[src/rtl/branch_pkg.sv]
// Shared decode constants and enums for the branch controller slice.
package branch_pkg;

    localparam logic [2:0] BR_OPCODE = 3'b111;
    localparam int         LUT_DEPTH = 16;
    localparam int         LUT_IDX_W = 4;

    typedef enum logic [1:0] {
        BR_EZ     = 2'b00,
        BR_NZ     = 2'b01,
        BR_ALWAYS = 2'b10,
        BR_HALT   = 2'b11
    } br_type_e;

    typedef enum logic [1:0] {
        S_IDLE  = 2'b00,
        S_RUN   = 2'b01,
        S_FLUSH = 2'b10,
        S_HALT  = 2'b11
    } state_e;

endpackage

[src/rtl/target_lut.sv]
// 16-entry jump-target table: one synchronous write port, one asynchronous read port.
module target_lut
    import branch_pkg::*;
#(
    parameter int W = 8
) (
    input  logic                 Clk,
    input  logic                 Reset,
    input  logic                 we,
    input  logic [LUT_IDX_W-1:0] wr_idx,
    input  logic [W-1:0]         wr_data,
    input  logic [LUT_IDX_W-1:0] rd_idx,
    output logic [W-1:0]         rd_data
);

    logic [W-1:0] mem [LUT_DEPTH];

    // NOTE: the table is cleared by reset, so it must be built from flops rather than a RAM macro.
    always_ff @(posedge Clk or negedge Reset) begin
        if (!Reset) begin
            for (int i = 0; i < LUT_DEPTH; i++) begin
                mem[i] <= '0;
            end
        end else if (we) begin
            mem[wr_idx] <= wr_data;
        end
    end

    // Read sees the pre-edge contents; a same-cycle write is not bypassed.
    assign rd_data = mem[rd_idx];

endmodule

[src/rtl/branch_ctrl.sv]
// Branch controller: decodes branch/HALT instructions, drives fetch controls and counts taken branches.
module branch_ctrl
    import branch_pkg::*;
#(
    parameter int T = 10,
    parameter int W = 8,
    parameter int I = 9
) (
    input  logic         Clk,
    input  logic         Reset,
    input  logic         Start,
    input  logic [I-1:0] Instr,
    input  logic         ZeroIn,
    input  logic         FlagWe,
    input  logic         LutWe,
    input  logic [3:0]   LutIdx,
    input  logic [W-1:0] LutData,
    output logic         BranchEZ,
    output logic         BranchNZ,
    output logic         BranchAlways,
    output logic         Zero,
    output logic [W-1:0] Target,
    output logic         done,
    output logic         Flush,
    output logic [15:0]  BranchCount
);

    state_e      state_q, state_d;
    br_type_e    br_type;
    logic        is_branch;
    logic        in_run;
    logic        taken;
    logic        halt_hit;
    logic        zero_q;
    logic [15:0] branch_count_q;

    assign is_branch = (Instr[8:6] == BR_OPCODE);
    assign br_type   = br_type_e'(Instr[5:4]);
    assign in_run    = (state_q == S_RUN);

    // The flag used here is the registered one, so a same-cycle FlagWe does not affect the decision.
    assign taken = in_run && is_branch &&
                   ((br_type == BR_ALWAYS) ||
                    (br_type == BR_EZ &&  zero_q) ||
                    (br_type == BR_NZ && !zero_q));
    assign halt_hit = in_run && is_branch && (br_type == BR_HALT);

    // NOTE: state registers use non-blocking assignment so every flop samples pre-edge values.
    always_ff @(posedge Clk or negedge Reset) begin
        if (!Reset) begin
            state_q <= S_IDLE;
        end else begin
            state_q <= state_d;
        end
    end

    // NOTE: state_d is defaulted first so no path through the case infers a latch.
    always_comb begin
        state_d = state_q;
        unique case (state_q)
            S_IDLE:  if (Start) state_d = S_RUN;
            S_RUN: begin
                if (taken)         state_d = S_FLUSH;
                else if (halt_hit) state_d = S_HALT;
            end
            S_FLUSH: state_d = S_RUN;
            S_HALT:  state_d = S_HALT;
            default: state_d = S_IDLE;
        endcase
    end

    always_comb begin
        BranchEZ     = taken && (br_type == BR_EZ);
        BranchNZ     = taken && (br_type == BR_NZ);
        BranchAlways = taken && (br_type == BR_ALWAYS);
        done         = (state_q == S_IDLE) || (state_q == S_HALT);
        Flush        = (state_q == S_FLUSH);
    end

    always_ff @(posedge Clk or negedge Reset) begin
        if (!Reset) begin
            zero_q <= 1'b0;
        end else if (FlagWe) begin
            zero_q <= ZeroIn;
        end
    end

    always_ff @(posedge Clk or negedge Reset) begin
        if (!Reset) begin
            branch_count_q <= '0;
        end else if (taken && (branch_count_q != 16'hFFFF)) begin
            branch_count_q <= branch_count_q + 16'd1;
        end
    end

    target_lut #(.W(W)) u_lut (
        .Clk     (Clk),
        .Reset   (Reset),
        .we      (LutWe),
        .wr_idx  (LutIdx),
        .wr_data (LutData),
        .rd_idx  (Instr[3:0]),
        .rd_data (Target)
    );

    assign Zero        = zero_q;
    assign BranchCount = branch_count_q;

endmodule

[config.mk]
export PLATFORM = sky130hd
export DESIGN_NAME = branch_ctrl
export DESIGN_NICKNAME = d
export VERILOG_FILES = /design/src/rtl/branch_pkg.sv /design/src/rtl/target_lut.sv /design/src/rtl/branch_ctrl.sv
export SDC_FILE = /design/constraint.sdc
export NUM_CORES = 1
export LEC_CHECK = 0
export CAP_MARGIN = 5
export CORE_MARGIN = 4
export CORE_UTILIZATION = 40
export CTS_CLUSTER_DIAMETER = 120
export CTS_CLUSTER_SIZE = 20
export DETAILED_ROUTE_END_ITERATION = 8
export PLACE_DENSITY_LB_ADDON = 0.1
export SYNTH_ARGS = -nofsm -noshare
export SYNTH_HDL_FRONTEND = slang
export SYNTH_HIERARCHICAL = 1
export SYNTH_SLANG_ARGS = --single-unit
export TNS_END_PERCENT = 1
[constraint.sdc]
create_clock -name Clk -period 2.3 [get_ports Clk]
set_input_delay 0.46 -clock Clk [delete_from_list [all_inputs] [get_ports Clk]]
set_output_delay 0.46 -clock Clk [all_outputs]
set_load 0.05 [all_outputs]
# [Yosys cells after proc, flatten, opt, wreduce, memory -nomap -nowiden]
# Index checks and enable logic that the tools add are counted.
[classes] addsub=1 mul=0 n_div=0 order_cmp=3 eq_ne=10 shift=0 mux=10 n_bitwise=2 n_reduce_logical=17
[op_table] op="128-bit bitwise mux" count=1
[op_table] op="8-bit binary-select mux with 4-bit select" count=1
[op_table] op="8-bit demux with 4-bit select" count=1
[op_table] op="8-bit two-way mux" count=3
[op_table] op="16-bit by 1-bit adder with 16-bit output (second input constant)" count=1
[op_table] op="16-bit != test (second input constant)" count=1
[op_table] op="5-bit greater-or-equal comparator (second input constant)" count=2
[op_table] op="1-bit logical AND" count=10
[op_table] op="4-bit inverter with 5-bit output" count=2
[op_table] op="2-bit equality test (second input constant)" count=4
[op_table] op="2-bit case mux with 4 select lines" count=1
[op_table] op="2-bit two-way mux" count=3
[op_table] op="5-bit by 1-bit less-than comparator with 1-bit output (second input constant)" count=1
[op_table] op="2-bit by 1-bit equality test with 1-bit output (second input constant)" count=2
[op_table] op="2-bit zero test" count=2
[op_table] op="3-bit equality test (second input constant)" count=1
[op_table] op="1-bit logical OR" count=3
[op_table] op="3-bit by 1-bit != test with 1-bit output (second input constant)" count=1
[op_table] op="2-bit != test (second input constant)" count=1
[op_table] op="2-bit AND reduction" count=1
[op_table] op="1-bit zero test" count=1
[word_totals] ff_bits=147 latchBits=0 mem_bits_rw=0 mem_bits_ro=0 input_bits=27 elab_cells=62 n_memories=0

# [Longest topological paths before layout]
# Gate-level depths: netlist (run 1).
[depth] ltp_word=7 mapped_depth=7 depth_no_buf=7

# [By module]
# Netlist (run 1), hierarchy kept.
[modules_own_cells] mod="target_lut" n_inst=1 cells_each=365 area_each_um2=5915.7
[modules_own_cells] mod="branch_ctrl" n_inst=1 cells_each=90 area_each_um2=1019.7

# [Least setup slack after synthesis (run 1)]
# No wires, ideal clock.
[synth_timing] path_kind="flip-flop to output port" start="register zero_q, in the netlist Zero" end="output port BranchEZ" arrival_time_ps=2444 required_time_ps=1840 setup_slack_ps=-604 stages_incl_launch_ff=4 path_buffers=0 cell_sequence="dfrtp_1 -> or3b_4 -> a21oi_4 -> nor3b_1"
[synth_via] elab_chain_cells=5 elab_cells_between_ends=7 classes_between="7 x reduce/logical"
[synth_lines] element="start: declaration" line_no="branch_ctrl.sv:34" text="logic zero_q;"
[synth_lines] element="start signal: assignment" line_no="branch_ctrl.sv:84" text="zero_q <= ZeroIn;"
[synth_lines] element="1-bit logical AND or 1-bit zero test (tied branches)" line_no="branch_ctrl.sv:44, branch_ctrl.sv:45"
[synth_lines] element="1-bit logical OR or 1-bit logical AND (tied branches)" line_no="branch_ctrl.sv:43, branch_ctrl.sv:45"
[synth_lines] element="1-bit logical OR *" line_no="branch_ctrl.sv:44" text="(br_type == BR_EZ && zero_q) ||"
[synth_lines] element="1-bit logical AND *" line_no="branch_ctrl.sv:42" text="assign taken = in_run && is_branch &&"
[synth_lines] element="1-bit logical AND *" line_no="branch_ctrl.sv:73" text="BranchEZ = taken && (br_type == BR_EZ);"
[synth_lines] element="end: declaration" line_no="branch_ctrl.sv:18" text="output logic BranchEZ,"
# Every way passes the cells marked *; elsewhere a longest branch is shown, timed or not.

# [Worst setup path after layout (run 1)]
[layout_timing] start="input port Instr[5]" end="output port BranchEZ"
[layout_via] elab_chain_cells=6 elab_cells_between_ends=9 classes_between="2 x eq/ne; 7 x reduce/logical"
[layout_lines] element="start: declaration" line_no="branch_ctrl.sv:12" text="input logic [I-1:0] Instr,"
[layout_lines] element="2-bit zero test" line_no="branch_ctrl.sv:44, branch_ctrl.sv:73"
[layout_lines] element="1-bit logical AND" line_no="branch_ctrl.sv:44"
[layout_lines] element="1-bit logical OR" line_no="branch_ctrl.sv:43" text="((br_type == BR_ALWAYS) ||"
[layout_lines] element="1-bit logical OR" line_no="branch_ctrl.sv:44"
[layout_lines] element="1-bit logical AND" line_no="branch_ctrl.sv:42"
[layout_lines] element="1-bit logical AND *" line_no="branch_ctrl.sv:73"
# Marks and branches as above.

==> flow_metrics.env, run 1 <==
export IMPL_finalHoldViolCount=0
export IMPL_setup_slack_ps=-8.77
export IMPL_starting_density_pct=41.4
export IMPL_worstPathMaxFanout=2
export IMPL_viasPerCell=5.38
export IMPL_routabilityCongestion=0.746
export IMPL_clock_tree_htree_level_count=4
export IMPL_postSynth_asyncResetShare_pct=100
export IMPL_failed_checks="negative setup slack"
export IMPL_synthesis_nets=487
export IMPL_netlist_area_um2=6940
export IMPL_power_density_nw_per_um2=929
export IMPL_timing_critical_path_from_type="input port"
export IMPL_detail_route_antenna_nets=0
export IMPL_crit_path_cell_trace="clkdlybuf4s50_1 > or3b_4 > a21oi_4 > nor3b_4 > buf_12"
export IMPL_worst_path_largest_cell_delay_ps=430
export IMPL_slew_headroom_pct=58.2
export IMPL_grt_first_pass_wirelength_um=25900
export IMPL_route_vias_total=4222
export IMPL_postSynthCellCount=455
export IMPL_min_delay_src="u_lut/mem[11]"
export IMPL_synth_cell_types=44
export IMPL_dr_first_iter_drc_count=197
export IMPL_maxCapViolations=0
export IMPL_cts_root_buffer="clkbuf_16"
export IMPL_global_route_overflow_total=0
export IMPL_area_delta_synth_final_pct=29.7
export IMPL_core_um2=16800
export IMPL_worst_r2r_path_depth=10
export IMPL_antenna_found_initial=0
export IMPL_critical_path_slowest_cell="clkdlybuf4s50_1"
export IMPL_synth_main_ff_cell="dfrtp_1"
export IMPL_setup_viol_count_final=1
export IMPL_required_ps=1840
export IMPL_layout_commonest_cell="dfrtp_1"
export IMPL_reg2reg_from="state_q[1]"
export IMPL_worstPathArrival_ps=1850
export IMPL_number_of_remaining_drc_errors=0
export IMPL_fp_dieArea_um2=19500
export IMPL_grt_use_total_pct=17.1
export IMPL_drt_pre_antenna_iters=4
export IMPL_hold_path_cell_count=1
export IMPL_die_height_um=140
export IMPL_cts_inserted_buffers=17
export IMPL_cts_sinks=147
export IMPL_holdPathEnd="u_lut/mem[11]"
export IMPL_post_route_period_util_pct=100
export IMPL_worstSetupPathType="input port to output port"
export IMPL_chipWidth_um=140
export IMPL_grt_pass1_vias=4596
export IMPL_filler_cell_count=1416
export IMPL_placement_io_buffers=56
export IMPL_worst_path_dominant_cell_family="simple AND/OR/NAND/NOR gates"
export IMPL_holdWs_ps=501
export IMPL_status="complete, but fails checks"
export IMPL_synth_yosys_warnings=6
export IMPL_leakagePower_nw=3.86
export IMPL_layout_drive_gt1_share_pct=51.3
export IMPL_cts_max_path_buffers=2
export IMPL_total_power_mw=8.36
export IMPL_drt_wirelength_um=15900
export IMPL_slew_violations=0
export IMPL_synth_edff_count=0
export IMPL_pin_count=57
export IMPL_setup_tns_ps=-8.77
export IMPL_cts_tree="done"
export IMPL_num_rows=47
export IMPL_clock_pin_slew_reported_for_the_worst_setup_and_hold_paths_after_clock_tree_synthesis_ps=60
export IMPL_dp_cells=745
export IMPL_min_period_ps=2310
export IMPL_rsz_0062_raised_after_global_routing="true"
export IMPL_ys_seq_area_share_pct=53.0
export IMPL_irDropWorstVdd_v=0.000765
export IMPL_detail_route_wl_per_cell_um=20.3
export IMPL_most_common_layout_cells="dfrtp_1, mux2_2, clkdlybuf4s50_1"
export IMPL_synth_register_bits=147
export IMPL_antenna_cells=0
export IMPL_fin_skew_ps=5.42
export IMPL_dp_hpwl_um=10700
export IMPL_finalNonFillerCells=785
export IMPL_clock_fmax_mhz=433
export IMPL_worstHoldPathType="flop to flop"
export IMPL_largest_net_degree_at_the_start_of_global_routing=53
export IMPL_postSynthAreaPerCell_um2=15.2
export IMPL_end_kind="output port"
export IMPL_critical_path_n_buffers_inverters=2
export IMPL_slew_worst_pin_ps=626
export IMPL_r2r_setup_slack_ps=330
export IMPL_r2r_end="BranchCount[3]"
export IMPL_finalNetCount=584
export IMPL_insertion_delay_ps=410
-- synth_stat cells (2+ instances only) --
library cell	number	area [µm²]
clkbuf_1	12	45.0
nor3b_1	2	15.0
buf_6	2	22.5
mux2_4	8	120
nor4_2	2	25.0
nor3_2	4	40.0
nand2b_4	2	27.5
xor2_1	9	78.8
nor2b_1	3	18.8
nor2_2	6	37.5
xnor2_1	6	52.6
nand4_1	7	43.8
a21oi_1	2	10.0
o21ai_0	2	10.0
buf_1	2	7.51
nand3_1	5	25.0
nand3b_1	2	15.0
or3_1	2	12.5
buf_4	2	15.0
mux4_2	32	721
nor2_1	9	33.8
a22oi_1	16	120
inv_1	3	11.3
nor3_4	3	48.8
ha_1	5	62.6
buf_2	6	30.0
mux2_2	122	1370
dfrtp_1	147	3680
o21bai_1	2	15.0
nand2_1	16	60.1
-- cell families (layout without fill, tap and decap cells) --
group                      Yosys count  in the layout  share of synthesized area (%)
DFF                                147            147                           53.0
and+or+nand+nor                     73             73                           7.41
adders and majority gates            5              5                          0.902
AOI/OAI and AO/OA                   25             25                           2.78
xor gates and xnor gates            15             15                           1.89
muxes                              163            163                           32.1
buffers and inverters               27            137                           1.89
-- flip-flops by register name, summed over array words and instances (netlist names) --
register / flops
u_lut/mem: 128
BranchCount: 16
Zero: 1
state_q: 2
-- report_power, final --
group          switching, mW  leakage, nW  internal [mW]
registers              0.319         1.82           3.15
logic                  0.824         1.71          0.986
clock network           1.04        0.327           2.04
total                   2.19         3.86           6.17
-- metal layers --
layer  up-vias  global-route usage [%]  wire length, µm
met2        51                    27.0             7720
met1      2270                    23.8             7620
met3        11                    4.36              434
met4         0                    4.13              151
li1       1890                       -                -
met5         -                       0                0
-- timing repair --
action,CTS,global route
buffers inserted,1,4
setup endpoints to repair,12,8
gates cloned,2,0
hold buffers,1,0
hold endpoints to repair,8,0
pin swaps,3,3
resized for setup,23,8
-- how the worst max path moves through the flow --
stage                    to  startpoint  cells past startpoint  slack (ps)
2_1_floorplan      BranchEZ        Zero                      3        -110
3_3_place_gp      Target[7]    Instr[3]                      5        -300
3_5_place_dp      Target[7]    Instr[2]                      5        -350
4_1_cts        BranchAlways  state_q[1]                      6         -50
5_1_grt            BranchEZ  state_q[1]                      6        -100
6_report           BranchEZ    Instr[5]                      5          -9
-- final cells by class --
| cell class | instances | area (µm²) | share of cell area [%] |
|---|---|---|---|
| flip-flops and latches | 147 | 3680 | 40.9 |
| multi-input cells | 281 | 3200 | 35.6 |
| repair buffers | 102 | 1160 | 12.9 |
| clock buffers | 23 | 488 | 5.42 |
| well taps | 220 | 275 | 3.06 |
| clock inverters | 9 | 174 | 1.93 |
| inverters | 3 | 11.3 | 0.125 |
-- stage by stage --
step	setup WS, ps	util, %	instance area, µm²
5_1_grt	-105	53.7	9000
6_report	-8.77	53.7	9000
2_1_floorplan	-110	-	6950
3_5_place_dp	-348	48.6	8150
3_3_place_gp	-300	48.6	8150
4_1_cts	-54.4	53.3	8940
Note: power is estimated with default switching activity, not from simulation.
==> run 2, diff against run 1 <==
--- a/config.mk
+++ b/config.mk
@@ -8,6 +8,7 @@
 export CAP_MARGIN = 5
 export CORE_MARGIN = 4
 export CORE_UTILIZATION = 40
+export CTS_BUF_LIST = sky130_fd_sc_hd__clkbuf_8
 export CTS_CLUSTER_DIAMETER = 120
 export CTS_CLUSTER_SIZE = 20
 export DETAILED_ROUTE_END_ITERATION = 8
==> flow_metrics.env, run 2 (synthesized netlist as in run 1, its figures left out) <==
export IMPL_status="complete, but fails checks"
export IMPL_failed_checks="negative setup slack"
export IMPL_finalHoldViolCount=0
export IMPL_worstHoldPathType="flop to flop"
export IMPL_drt_pre_antenna_iters=4
export IMPL_slew_headroom_pct=57.6
export IMPL_chipWidth_um=140
export IMPL_rsz_0062_raised_after_global_routing="true"
export IMPL_finalNetCount=584
export IMPL_leakagePower_nw=3.82
export IMPL_die_height_um=140
export IMPL_worst_path_dominant_cell_family="simple AND/OR/NAND/NOR gates"
export IMPL_grt_use_total_pct=16.8
export IMPL_critical_path_n_buffers_inverters=2
export IMPL_critical_path_slowest_cell="clkdlybuf4s50_1"
export IMPL_placement_io_buffers=56
export IMPL_power_density_nw_per_um2=862
export IMPL_grt_first_pass_wirelength_um=25500
export IMPL_routabilityCongestion=0.746
export IMPL_crit_path_cell_trace="clkdlybuf4s50_1 > or3b_4 > a21oi_4 > nor3b_4 > buf_12"
export IMPL_largest_register="u_lut/mem"
export IMPL_cts_tree="done"
export IMPL_worst_path_largest_cell_delay_ps=480
export IMPL_area_delta_synth_final_pct=27.7
export IMPL_setup_slack_ps=-67.1
export IMPL_largest_net_degree_at_the_start_of_global_routing=53
export IMPL_worstPathArrival_ps=1910
export IMPL_num_rows=47
export IMPL_min_period_ps=2370
export IMPL_starting_density_pct=41.4
export IMPL_dp_hpwl_um=10700
export IMPL_dp_cells=745
export IMPL_holdWs_ps=504
export IMPL_pin_count=57
export IMPL_cts_inserted_buffers=17
export IMPL_viasPerCell=5.34
export IMPL_fin_skew_ps=5.74
export IMPL_layout_drive_gt1_share_pct=52.4
export IMPL_grt_pass1_vias=4595
export IMPL_cts_max_path_buffers=2
export IMPL_global_route_overflow_total=0
export IMPL_cts_root_buffer="clkbuf_8"
export IMPL_end_kind="output port"
export IMPL_detail_route_antenna_nets=0
export IMPL_maxCapViolations=0
export IMPL_timing_critical_path_from_type="input port"
export IMPL_worstPathMaxFanout=2
export IMPL_fin_area_um2=8860
export IMPL_dr_first_iter_drc_count=166
export IMPL_cts_sinks=147
export IMPL_antenna_found_initial=0
export IMPL_clock_pin_slew_reported_for_the_worst_setup_and_hold_paths_after_clock_tree_synthesis_ps=80
export IMPL_finalNonFillerCells=785
export IMPL_clock_fmax_mhz=422
export IMPL_worstSetupPathType="input port to output port"
export IMPL_fp_dieArea_um2=19500
export IMPL_setup_viol_count_final=2
export IMPL_core_um2=16800
export IMPL_most_common_layout_cells="dfrtp_1, mux2_2, clkdlybuf4s50_1"
export IMPL_drt_wirelength_um=15800
export IMPL_largest_reg_flops=128
export IMPL_required_ps=1840
export IMPL_detail_route_wl_per_cell_um=20.1
export IMPL_final_core_util_pct=52.8
export IMPL_layout_commonest_cell="dfrtp_1"
export IMPL_antenna_cells=0
export IMPL_filler_cell_count=1430
export IMPL_clock_tree_htree_level_count=4
export IMPL_route_vias_total=4191
export IMPL_post_route_period_util_pct=103
export IMPL_slew_worst_pin_ps=635
export IMPL_total_power_mw=7.63
export IMPL_slew_violations=0
export IMPL_irDropWorstVdd_v=0.000683
export IMPL_number_of_remaining_drc_errors=0
export IMPL_insertion_delay_ps=450
export IMPL_placedInstanceArea_um2=8150
-- run 2: metrics by stage --
step / setup WS [ps] / setup TNS [ps]
final: -67.1 / -115
after global routing: -159 / -612
after CTS: -118 / -833
after detailed placement: -348 / -3290
after global placement: -300 / -2380
after floorplan: -110 / -619
-- run 2: power breakdown --
part / internal [mW] / switching, mW / total [mW]
Combinational: 0.997 / 0.832 / 1.83
Clock: 1.40 / 0.951 / 2.35
Sequential: 3.14 / 0.318 / 3.46
Total: 5.53 / 2.10 / 7.63
-- run 2: worst paths after layout --
path | from | end | slack, ps | depth (start not counted)
max | Instr[4] | BranchEZ | -70 | 5
min | BranchCount[4] | BranchCount[4] | 500 | 1
max reg2reg | state_q[1] | BranchCount[3] | 320 | 10
min reg2reg | BranchCount[4] | BranchCount[4] | 500 | 1
max in group asynchronous | Reset | u_lut/mem[99] | 1110 | 3
min in group asynchronous | Reset | u_lut/mem[76] | 520 | 2
-- run 2: layout make-up --
| type | instances | area [µm²] | share of cell area, % |
|---|---|---|---|
| Timing Repair Buffer | 102 | 1190 | 13.4 |
| Clock inverter | 11 | 181 | 2.05 |
| Clock buffer | 21 | 289 | 3.26 |
| Sequential cell | 147 | 3680 | 41.5 |
| Tap cell | 220 | 275 | 3.11 |
| Multi-Input combinational cell | 281 | 3230 | 36.5 |
| Inverter | 3 | 11.3 | 0.127 |
-- run 2: routing by layer --
metal	global-route usage (%)	wire length (µm)	up-vias
met2	26.7	7690	57
li1	-	-	1885
met5	0	0	-
met4	4.44	162	0
met1	23.2	7460	2237
met3	4.39	473	12
-- run 2: what timing repair did --
item                                    CTS  global route
endpoints found under the hold margin    46             0
pin swaps                                 3             5
gates resized for setup                  14            27
setup buffers                             1             4
gates cloned                              1             1
hold buffers                              1             0
endpoints found under the setup margin   13            12
==> run 3, diff against run 2 <==
--- a/config.mk
+++ b/config.mk
@@ -12,6 +12,7 @@
 export CTS_CLUSTER_DIAMETER = 120
 export CTS_CLUSTER_SIZE = 20
 export DETAILED_ROUTE_END_ITERATION = 8
+export MAX_ROUTING_LAYER = met4
 export PLACE_DENSITY_LB_ADDON = 0.1
 export SYNTH_ARGS = -nofsm -noshare
 export SYNTH_HDL_FRONTEND = slang
==> flow_metrics.env, run 3 (synthesized netlist as in run 1, its figures left out) <==
export IMPL_netSwitchingFraction_pct=27.5
export IMPL_clock_tree_htree_level_count=4
export IMPL_placement_io_buffers=56
export IMPL_leakagePower_nw=3.82
export IMPL_viasPerCell=5.36
export IMPL_clock_fmax_mhz=422
export IMPL_global_route_overflow_total=0
export IMPL_cts_tree="done"
export IMPL_rsz_0062_raised_after_global_routing="true"
export IMPL_area_sequential_um2=3680
export IMPL_setup_slack_ps=-68.2
export IMPL_slew_violations=0
export IMPL_number_of_remaining_drc_errors=0
export IMPL_layout_drive_gt1_share_pct=52.0
export IMPL_grt_first_pass_wirelength_um=25500
export IMPL_dr_first_iter_drc_count=199
export IMPL_cts_sinks=147
export IMPL_clock_pin_slew_reported_for_the_worst_setup_and_hold_paths_after_clock_tree_synthesis_ps=80
export IMPL_setup_viol_count_final=2
export IMPL_finalNetCount=584
export IMPL_chipWidth_um=140
export IMPL_worstPathArrival_ps=1910
export IMPL_dp_hpwl_um=10700
export IMPL_finalHoldViolCount=0
export IMPL_detail_route_wl_per_cell_um=20.1
export IMPL_largest_register="u_lut/mem"
export IMPL_p_int_mw=5.53
export IMPL_worstPathMaxFanout=2
export IMPL_grt_pass1_vias=4598
export IMPL_grt_use_total_pct=17.3
export IMPL_power_net_switching_mw=2.10
export IMPL_die_height_um=140
export IMPL_most_common_layout_cells="dfrtp_1, mux2_2, clkdlybuf4s50_1"
export IMPL_irDropWorstVdd_v=0.000687
export IMPL_antenna_cells=0
export IMPL_pre_cts_ws_ps=-348
export IMPL_worstHoldPathType="flop to flop"
export IMPL_antenna_found_initial=0
export IMPL_critical_path_n_buffers_inverters=2
export IMPL_worst_path_dominant_cell_family="simple AND/OR/NAND/NOR gates"
export IMPL_crit_path_cell_trace="clkdlybuf4s50_1 > or3b_4 > a21oi_4 > nor3b_4 > buf_12"
export IMPL_slew_worst_pin_ps=628
export IMPL_layout_commonest_cell="dfrtp_1"
export IMPL_pin_count=57
export IMPL_reg2reg_from="state_q[1]"
export IMPL_finalNonFillerCells=785
export IMPL_starting_density_pct=41.4
export IMPL_r2r_setup_slack_ps=320
export IMPL_pwr_share_seq_pct=45.3
export IMPL_power_clock_fraction_pct=30.8
export IMPL_fin_skew_ps=8.08
export IMPL_area_delta_synth_final_pct=27.5
export IMPL_failed_checks="negative setup slack"
export IMPL_dp_cells=745
export IMPL_area_of_the_multi_input_gates_um2=3220
export IMPL_timing_critical_path_from_type="input port"
export IMPL_critical_path_startpoint="Instr[4]"
export IMPL_routabilityCongestion=0.755
export IMPL_required_ps=1840
export IMPL_num_rows=47
export IMPL_insertion_delay_ps=450
export IMPL_core_um2=16800
export IMPL_post_route_period_util_pct=103
export IMPL_min_period_ps=2370
export IMPL_fp_dieArea_um2=19500
export IMPL_filler_cell_count=1437
export IMPL_status="complete, but fails checks"
export IMPL_detail_route_antenna_nets=0
export IMPL_cts_inserted_buffers=17
export IMPL_cts_root_buffer="clkbuf_8"
export IMPL_route_vias_total=4208
export IMPL_power_density_nw_per_um2=862
export IMPL_critical_path_slowest_cell="clkdlybuf4s50_1"
export IMPL_drt_wirelength_um=15800
export IMPL_end_kind="output port"
export IMPL_worst_path_largest_cell_delay_ps=480
export IMPL_maxCapViolations=0
export IMPL_comb_power_share_pct=23.8
export IMPL_min_delay_src="BranchCount[4]"
export IMPL_drt_pre_antenna_iters=5
export IMPL_cts_max_path_buffers=2
export IMPL_largest_net_degree_at_the_start_of_global_routing=53
export IMPL_worstSetupPathType="input port to output port"
export IMPL_slew_headroom_pct=58.0
export IMPL_largest_reg_flops=128
## run 3: layout make-up
type,instances,area share [%]
Clock buffer,21,3.27
Timing Repair Buffer,102,13.4
Inverter,3,0.127
Sequential cell,147,41.6
Tap cell,220,3.11
Multi-Input combinational cell,281,36.4
Clock inverter,11,2.05
## run 3: final timing paths
check                                       to  cells past startpoint
worst min register to register  BranchCount[4]                      1
worst max-delay path                  BranchEZ                      5
worst min-delay path            BranchCount[4]                      1
worst max register to register  BranchCount[3]                     10
min in group asynchronous        u_lut/mem[76]                      2
max in group asynchronous        u_lut/mem[30]                      3
## run 3: layer usage
| layer | track usage (%) | routed length (µm) |
|---|---|---|
| met2 | 26.7 | 7690 |
| met1 | 23.4 | 7470 |
| met4 | 4.74 | 170 |
| met5 | - | 0 |
| met3 | 3.91 | 473 |
## run 3: repair_timing
item / 4_1_cts / 5_1_grt
pin swaps: 3 / 5
gates cloned: 1 / 1
endpoints found under the setup margin: 13 / 12
hold buffers: 1 / 0
buffers inserted: 1 / 4
gates resized for setup: 14 / 24
hold endpoints to repair: 46 / 0
## run 3: power groups by stage
| stage | logic (mW) | clock network [mW] | registers (mW) |
|---|---|---|---|
| after floorplan | 1.15 | 0 | 3.48 |
| after global placement | 1.68 | 0 | 3.48 |
| after detailed placement | 1.72 | 0 | 3.50 |
| after CTS | 1.76 | 2.42 | 3.45 |
| after global routing | 1.95 | 2.53 | 3.52 |
| final | 1.82 | 2.35 | 3.46 |
## run 3: metrics by stage
stage | hold slack [ps] | cell area [µm²] | setup TNS [ps] | utilization [%] | power, mW
floorplan | 164 | 6950 | -619 | - | 4.63
global placement | 434 | 8150 | -2380 | 48.6 | 5.16
detailed placement | 440 | 8150 | -3290 | 48.6 | 5.22
CTS | 506 | 8700 | -833 | 51.9 | 7.63
global route | 516 | 8840 | -640 | 52.8 | 8.01
finish | 504 | 8840 | -118 | 52.8 | 7.62
==> RTL edit (config.mk and constraints of run 3) <==
Re-encode `state_e` (4 states) as one-hot, 4 bits wide.
--- a/src/rtl/branch_pkg.sv
+++ b/src/rtl/branch_pkg.sv
@@ -12,11 +12,11 @@
         BR_HALT   = 2'b11
     } br_type_e;
 
-    typedef enum logic [1:0] {
-        S_IDLE  = 2'b00,
-        S_RUN   = 2'b01,
-        S_FLUSH = 2'b10,
-        S_HALT  = 2'b11
+    typedef enum logic [3:0] {
+        S_IDLE  = 4'b0001,
+        S_RUN   = 4'b0010,
+        S_FLUSH = 4'b0100,
+        S_HALT  = 4'b1000
     } state_e;
 
 endpackage
Function: same outputs for any inputs over 4 cycles, from zero or initial values and one cycle with Reset low; so few cycles prove little.
==> RTL edit against run 3 <==
- clock skew up 2.9 ps
- highest routed layer unchanged
- power up 0.28%
- count of clock-buffer cells in the layout shrank 2
- design area up 3.8%
- sequential cell count up 2
- setup slack better by 65 ps
- routed wire length rose by 12%
- synthesized area is 3.7% higher
- critical path depth is 1 lower
- the flow still finishes with violations (negative setup slack)
==> RTL edit: results (changes against run 3) <==
| Metric | Value |
|---|---|
| R2r startpoint | `BranchCount[0]$_DFFE_PN0P_ (was state_q[1]$_DFFE_PN0P_)` |
| DR vias | `4,511 (was 4,208)` |
| Number of global-route vias before repair | `4,765 (was 4,598)` |
| Clock buffers | `19 (was 21)` |
| Inst Count DP | `789 (was 745)` |
| Cells after synthesis | `478 (was 455)` |
| Outcome | `finished with violations (unchanged)` |
| Share of post-route cells with drive strength above 1 | `53.99% (was 52.04%)` |
| Switching part of the total | `27.46% (was 27.50%)` |
| R2R Setup Slk | `360 ps (was 320 ps)` |
| Layout non-clock buf frac | `13.89% (was 13.40%)` |
| Sequential area share after synthesis | `51.87% (was 53.04%)` |
| Post-Syn Nets | `506 (was 487)` |
| Worst-margin pin slew | `590.8 ps (was 628.3 ps)` |
| Hold path startpoint | `u_lut/mem[74]$_DFFE_PN0P_ (was BranchCount[4]$_DFFE_PN0P_)` |
| Setup TNS Final | `-3.338 ps (was -118.2 ps)` |
| FILL cells | `1,475 (was 1,437)` |
| Share of the synthesized area in the top cell type | `51.51% (was 53.04%)` |
| VDD IR max | `563.2 µV (was 686.7 µV)` |
| Setup ws final | `-3.338 ps (was -68.22 ps)` |
| RR Endpoint | `BranchCount[1]$_DFFE_PN0P_ (was BranchCount[3]$_DFFE_PN0P_)` |
| Setup violations, final | `1 (was 2)` |
| Routability cong. | `0.8178 (was 0.7550)` |
| Commonest cells in the netlist | `dfrtp_1 (148), mux2_2 (125), mux4_2 (32), nand2_1 (19), a22oi_1 (16) (was dfrtp_1 (147), mux2_2 (122), mux4_2 (32), a22oi_1 (16), nand2_1 (16))` |
| Area contributors post-synth | `dfrtp_1 (52%), mux2_2 (20%), mux4_2 (10%) (was dfrtp_1 (53%), mux2_2 (20%), mux4_2 (10%))` |
| Fraction of area in multi-input gates | `37.17% (was 36.44%)` |
| Seq area share | `40.66% (was 41.60%)` |
| Non-CTS inverters | `4 (was 3)` |
| Clock buf/inv share | `5.057% (was 5.321%)` |
| Routed wire length | `17.70 mm (was 15.80 mm)` |
| FFs & Latches | `149 (was 147)` |
| Pre-antenna DRT Iters | `4 (was 5)` |
| Worst Path Max Fanout | `7 (was 2)` |
| Worst Path Arrival | `1840 ps (was 1910 ps)` |
| Distinct cells, synth | `50 (was 44)` |
| CP max stage cell | `dfstp_2 (was clkdlybuf4s50_1)` |
| Reg2Reg Depth | `5 (was 10)` |
| Failing checks | `negative setup slack (unchanged)` |
| All-Layer GR Usage | `19.00% (was 17.34%)` |
| Largest net degree at the start of global routing | `57 (was 53)` |
| Global-route wire length before repair | `27.95 mm (was 25.48 mm)` |
| DPL Wire Length | `11.86 mm (was 10.66 mm)` |
| Clock power share | `30.5% (was 30.8%)` |
| Max incr delay on CP | `420 ps (was 480 ps)` |
| Static power due to leakage | `3.978 nW (was 3.815 nW)` |
| Finished Layout Cells | `827 (was 785)` |
| Bufs w/o clock | `119 (was 102)` |
| Comb_multi_in | `298 (was 281)` |
| Final Skew | `11.01 ps (was 8.075 ps)` |
[RTL edit: worst reg2reg max path, delay by kind of cell, from the launching register on]
kind	cells	cell delay [ps]
DFF	1	450
muxes	1	300
AOI/OAI and AO/OA	1	200
adders and majority gates	1	210
and+or+nand+nor	2	690
[RTL edit: timing repair]
action                                 CTS  global route
pin swaps                                4             3
hold buffers                             1             0
gates cloned                             2             0
setup buffers                            3             0
setup endpoints to repair               11            15
resized for setup                       27            19
endpoints found under the hold margin   12             0
[RTL edit: routing by layer]
layer  global-route usage (%)  routed length, µm
met5                        -                  0
met3                    4.435                865
met1                    26.01               8208
met4                    4.343                156
met2                    29.04               8474
[RTL edit: per-stage QoR]
stage,worst slack [ps],cell area [µm²],utilization (%),hold WS [ps]
floorplan,-266.9,7208,-,164.4
global placement,-360.2,8478,48.51,470.6
detailed placement,-414.8,8478,48.51,479.4
CTS,-44.53,9119,52.18,508.2
global route,-126.5,9180,52.53,512.0
finish,-3.338,9180,52.53,505.1
[RTL edit: cell families (layout without fill, tap and decap cells)]
group / count (synthesis) / in the layout / synth area share [%]
adders and majority gates: 1 / 1 / 0.1740
xor gates and xnor gates: 16 / 16 / 1.949
DFF: 149 / 149 / 51.87
buffers and inverters: 31 / 155 / 2.384
muxes: 165 / 165 / 31.27
AOI/OAI and AO/OA: 32 / 32 / 3.324
and+or+nand+nor: 84 / 84 / 9.031
[RTL edit: how the worst max path moves through the flow]
stage | from | end | slack [ps]
global route | state_q[0]$_DFFE_PN1P_ | BranchEZ | -130
detailed placement | Instr[2] | Target[2] | -410
CTS | state_q[0]$_DFFE_PN1P_ | BranchEZ | -40
global placement | Instr[2] | Target[7] | -360
floorplan | state_q[1]$_DFFE_PN0P_ | Flush | -270
finish | state_q[0]$_DFFE_PN1P_ | BranchEZ | -3
